## src/rtl/rng_arb_pkg.sv

```systemverilog
// rng_arb_pkg: FSM encoding and shared constants for the RNG SOP arbiter
package rng_arb_pkg;
    localparam int SOP_W = 128;
    localparam int TIMEOUT_DEF = 1024;
    typedef enum logic [1:0] {IDLE, WAIT, DELIVER} state_t;
endpackage

```

## src/rtl/rng_sop_arb_if.sv

```systemverilog
// rng_sop_arb_if: requester handshake plus RNG SOP word signals of the arbiter
interface rng_sop_arb_if #(parameter int NUM_REQ = 4);
    import rng_arb_pkg::*;
    logic [NUM_REQ-1:0] req, ack, err;
    logic [SOP_W-1:0] ack_data, sop_data;
    logic sop_valid, rng_sw_reset, rd_sop, arb_busy;
    modport master (output req, sop_valid, sop_data, rng_sw_reset, input ack, ack_data, err, rd_sop, arb_busy);
    modport slave (input req, sop_valid, sop_data, rng_sw_reset, output ack, ack_data, err, rd_sop, arb_busy);
endinterface

```

## src/rtl/rng_rr_sel.sv

```systemverilog
// rng_rr_sel: combinational round-robin pick of the first request after the last served index
module rng_rr_sel #(
    parameter int NUM_REQ = 4,
    localparam int IW = $clog2(NUM_REQ)
) (
    input  logic [NUM_REQ-1:0] req,
    input  logic [IW-1:0]      last,
    output logic [IW-1:0]      grant,
    output logic               any_req
);
    always_comb begin
        grant = last;
        for (int i = NUM_REQ; i >= 1; i--)
            if (req[(int'(last) + i) % NUM_REQ]) grant = IW'((int'(last) + i) % NUM_REQ);
    end
    assign any_req = |req;
endmodule

```

## src/rtl/rng_sop_arb.sv

```systemverilog
// rng_sop_arb: round-robin arbiter handing RNG SOP words to one requester at a time
module rng_sop_arb
    import rng_arb_pkg::*;
#(
    parameter int NUM_REQ = 4,
    parameter int TIMEOUT = TIMEOUT_DEF
) (
    input logic           rng_clk,
    input logic           rst,
    rng_sop_arb_if.slave  bus
);
    localparam int IW = $clog2(NUM_REQ);
    state_t state;
    logic [IW-1:0] owner, last, gnt;
    logic any;
    logic [15:0] cnt;
    logic [SOP_W-1:0] cap;
    logic [NUM_REQ-1:0] own_oh;
    assign own_oh = NUM_REQ'(1) << owner;
    assign bus.arb_busy = state != IDLE;
    rng_rr_sel #(.NUM_REQ(NUM_REQ)) u_sel (.req(bus.req), .last(last), .grant(gnt), .any_req(any));
    always_ff @(posedge rng_clk) begin
        if (rst) begin
            state <= IDLE;
            owner <= '0;
            last <= IW'(NUM_REQ - 1);
            cnt <= '0;
            cap <= '0;
            bus.ack <= '0;
            bus.err <= '0;
            bus.rd_sop <= 1'b0;
            bus.ack_data <= '0;
        end else begin
            bus.ack <= '0;
            bus.err <= '0;
            bus.rd_sop <= 1'b0;
            bus.ack_data <= '0;
            if (bus.rng_sw_reset) begin
                state <= IDLE;
                cap <= '0;
                bus.err <= state != IDLE ? own_oh : '0;
            end else begin
                case (state)
                    IDLE: if (any) begin
                        owner <= gnt;
                        cnt <= '0;
                        state <= WAIT;
                    end
                    // a withdrawn request beats a word arriving in the same cycle
                    WAIT: if (!bus.req[owner]) state <= IDLE;
                    else if (bus.sop_valid) begin
                        bus.rd_sop <= 1'b1;
                        cap <= bus.sop_data;
                        state <= DELIVER;
                    end else if (cnt == 16'(TIMEOUT - 1)) begin
                        bus.err <= own_oh;
                        state <= IDLE;
                    end else cnt <= cnt + 16'd1;
                    DELIVER: begin
                        bus.ack <= own_oh;
                        bus.ack_data <= cap;
                        last <= owner;
                        cap <= '0;
                        state <= IDLE;
                    end
                    default: state <= IDLE;
                endcase
            end
        end
    end
endmodule

```

## src/flat_wrapper.sv

```systemverilog
// flat-port wrapper written by rule: the top's interface ports become plain ports
module rng_sop_arb_flat import rng_arb_pkg::*;
#(
    parameter int NUM_REQ = 4,
    parameter int TIMEOUT = TIMEOUT_DEF
)
  (rng_clk, rst, bus_req, bus_sop_valid, bus_sop_data, bus_rng_sw_reset, bus_ack, bus_ack_data, bus_err, bus_rd_sop, bus_arb_busy);
  rng_sop_arb_if #(.NUM_REQ(NUM_REQ)) bus_i ();
  input logic rng_clk;
  input logic rst;
  input wire logic [$bits(bus_i.req)-1:0] bus_req;
  input wire logic [$bits(bus_i.sop_valid)-1:0] bus_sop_valid;
  input wire logic [$bits(bus_i.sop_data)-1:0] bus_sop_data;
  input wire logic [$bits(bus_i.rng_sw_reset)-1:0] bus_rng_sw_reset;
  output wire logic [$bits(bus_i.ack)-1:0] bus_ack;
  output wire logic [$bits(bus_i.ack_data)-1:0] bus_ack_data;
  output wire logic [$bits(bus_i.err)-1:0] bus_err;
  output wire logic [$bits(bus_i.rd_sop)-1:0] bus_rd_sop;
  output wire logic [$bits(bus_i.arb_busy)-1:0] bus_arb_busy;
  assign bus_i.req = bus_req;
  assign bus_i.sop_valid = bus_sop_valid;
  assign bus_i.sop_data = bus_sop_data;
  assign bus_i.rng_sw_reset = bus_rng_sw_reset;
  assign bus_ack = bus_i.ack;
  assign bus_ack_data = bus_i.ack_data;
  assign bus_err = bus_i.err;
  assign bus_rd_sop = bus_i.rd_sop;
  assign bus_arb_busy = bus_i.arb_busy;
  rng_sop_arb #(.NUM_REQ(NUM_REQ), .TIMEOUT(TIMEOUT)) u_core (.rng_clk(rng_clk), .rst(rst), .bus(bus_i));
endmodule
```

## config.mk

```make
export PLATFORM = sky130hd
export DESIGN_NAME = rng_sop_arb_flat
export DESIGN_NICKNAME = d
export VERILOG_FILES = /design/src/rtl/rng_arb_pkg.sv /design/src/rtl/rng_sop_arb_if.sv /design/src/rtl/rng_rr_sel.sv /design/src/rtl/rng_sop_arb.sv /design/src/flat_wrapper.sv
export SDC_FILE = /design/constraint.sdc
export NUM_CORES = 1
export LEC_CHECK = 0
export CAP_MARGIN = 20
export CELL_PAD_IN_SITES_DETAIL_PLACEMENT = 0
export CELL_PAD_IN_SITES_GLOBAL_PLACEMENT = 1
export CORE_MARGIN = 4
export CORE_UTILIZATION = 36
export DETAILED_ROUTE_END_ITERATION = 12
export PLACE_DENSITY_LB_ADDON = 0.1
export REMOVE_ABC_BUFFERS = 1
export SLEW_MARGIN = 20
export SYNTH_ARGS = -nofsm -noshare
export SYNTH_HDL_FRONTEND = slang
export SYNTH_SLANG_ARGS = --single-unit
```

## constraint.sdc

```tcl
create_clock -name rng_clk -period 2.5 [get_ports rng_clk]
set_input_delay 0.625 -clock rng_clk [delete_from_list [all_inputs] [get_ports rng_clk]]
set_output_delay 0.625 -clock rng_clk [all_outputs]
set_load 0.005 [all_outputs]
```

==> reports/summary.txt <==
ANT nets after route - 0
Status - finished clean
Vias - 6328
Clk sinks - 287
Clock Latency Late Sink - 0.54 ns
Synth async-reset ratio - 0%
Root buffer cell - clkbuf_16
Drt pass-1 iters - 4
Power density cells - 715 nW/um2
Psw - 0.00189 W
Worst Skew - 0.0165 ns
Final core utilization - 53.8%
Core footprint - 24200 um2
Total CTS buffers - 30
Final WL - 22.8 mm
Leakage - 5.03 nW
DRC violations left - 0
Mean Syn Cell Area - 12.0 um2
GRT Util Overall - 15.7%
Clock power share - 46.3%
EDFF count, synth - 0
Number of global-route vias before repair - 6059
Sequential cell area fraction in the yosys report - 65.1%
Ys flop type - dfxtp_1
Max-Cap Viols - 0
Max Freq - 457 MHz
Gate power share - 4.3%
Total gr overflow - 0
Worst Max-Slew Pin Slew - 0.460 ns
Port bufs - 273
Critical path class - register to output port
Type of element launching the critical path - register
Die Wd - 165 um
Pwr Total - 0.00933 W
RSZ-0062 raised after global routing - no
Setup Buffers After CTS - 0
Area added between synthesis and finish - 48.0%
# resized after CTS - 0
Setup-failing EPs final - 0
Final hold vios - 0
Sequential share of power - 49.4%
Sw Share - 20.2%
Nets - 1162
Most frequent cells in the layout - dfxtp_1, clkdlybuf4s50_1, and2_1, a22o_1, clkbuf_16
Starting Density - 36.4%
Final worst slack - 0.313 ns
Ports - 274
Rows - 57
Cts hold-fix bufs - 0
Commonest non-fill, non-tap cell in the layout - dfxtp_1
Data arrival time of the critical path - 1.56 ns
Initial DRC Count - 330
Clk pin slew, worst setup/hold paths - 0.06 ns
Routed WL per cell - 16.6 um
CTS tree - yes
Die area - 27100 um2
HP Class - register to register
Post-synthesis register bit count - 287
Final Max Tran Viols - 0
Max IR drop VDD - 0.435 mV
Max clock buf depth - 3
Drt via density - 4.62
First-pass GRT wire length - 34.1 mm
Critical path required time - 1.88 ns
Setup crit end kind - output port
Largest net degree at the start of global routing - 64
Internal power - 0.00745 W
RD Place Congestion - 0.765
Mapped Cells - 734
Initial antenna violation count - 4
Synthesized area - 8820 um2
Synth warnings - 0
Layout cells sized above 1 - 8.91%
Post-synthesis cell type count - 52
# H-tree levels - 1
Crit path max fanout - 3
Max_slew headroom - 69.1%
Worst slack, placed - -0.0693 ns
Post-layout min period - 2.19 ns
Final Cycle Share - 87.5%
Die Height - 165 um
DP HPWL - 15.3 mm
path summary, 6_finish.rpt:
path | start | endpoint | slack (ns) | cells after the start
max | u_core.state[1] | bus_arb_busy | 0.31 | 3
min | u_core.cap[70] | u_core.bus.ack_data[70] | 0.44 | 1
max reg2reg | u_core.owner[0] | u_core.cap[47] | 0.48 | 5
min reg2reg | u_core.cap[70] | u_core.bus.ack_data[70] | 0.44 | 1
critical path, stage by stage (launching register included):
cell             delay, ns
dfxtp_1               0.33
nor2_2                0.14
clkinv_1              0.10
clkdlybuf4s50_1       0.46
cell type report:
type | instances | area, um2
antenna | 3 | 7.51
multi-input combinational | 391 | 2800
inverter | 6 | 22.5
tap | 324 | 405
fill | 2148 | 11200
sequential | 287 | 5750
clock buffer | 47 | 915
clock inverter | 4 | 56.3
timing repair buffer | 309 | 3100
synthesized netlist by cell type (3+ instances only):
library cell / instances / area [um2]
a211oi_1: 3 / 22.5
nor3_1: 8 / 40.0
buf_6: 5 / 56.3
a22o_1: 127 / 1110
o21ai_0: 7 / 35.0
nand4_1: 9 / 56.3
xnor2_1: 3 / 26.3
nor2b_1: 4 / 25.0
nor4b_1: 3 / 26.3
and2_1: 129 / 807
buf_2: 24 / 120
and3_1: 5 / 31.3
nor2_1: 24 / 90.1
nand2_1: 7 / 26.3
dfxtp_1: 287 / 5750
nand3_1: 5 / 25.0
xor2_1: 7 / 61.3
nand2b_1: 6 / 37.5
inv_1: 5 / 18.8
a21oi_1: 7 / 35.0
clkbuf_1: 19 / 71.3
or3_1: 5 / 31.3
power by group through the flow:
| stage | clock network [W] | logic (W) | registers [W] |
|---|---|---|---|
| 3_5_place_dp | 0 | 0.000407 | 0.00471 |
| 4_1_cts | 0.00444 | 0.000410 | 0.00461 |
| 6_report | 0.00432 | 0.000405 | 0.00461 |
| 5_1_grt | 0.00464 | 0.000436 | 0.00461 |
| 3_3_place_gp | 0 | 0.000406 | 0.00471 |
| 2_1_floorplan | 0 | 0.0000942 | 0.00471 |
state kept, by name (all words and copies together), names as in the netlist:
register	flops
u_core.bus.rd_sop	1
u_core.cap	128
u_core.bus.ack_data	128
u_core.owner	2
u_core.state	2
u_core.bus.err	4
u_core.cnt	16
u_core.last	2
u_core.bus.ack	4
stage by stage:
stage	TNS (ns)	instance area, um2	hold WS, ns	cells
floorplan	-1070.86	8550	0.430	684
global placement	-0.161	12100	0.435	1317
detailed placement	-4.54	12100	0.440	1317
CTS	0	13000	0.445	1368
global route	0	13100	0.465	1370
finish	0	13100	0.443	1371
per-layer routing:
layer | vias up | part of all wire [%] | track usage (%) | routed length [um]
li1 | 3155 | - | - | -
met1 | 2913 | 44 | 21.1 | 10100
met2 | 213 | 43 | 23.5 | 9850
met3 | 43 | 9.4 | 5.81 | 2140
met4 | 4 | 2.9 | 5.14 | 665
met5 | - | 0.12 | 0 | 27
logic make-up after synthesis:
group,Yosys count,synth area share [%]
xor gates and xnor gates,10,0.993
muxes,2,0.369
adders and majority gates,1,0.142
buffers and inverters,56,3.32
and+or+nand+nor,219,14.9
DFF,287,65.1
AOI/OAI and AO/OA,159,15.2
(Power assumes the default switching activity.)
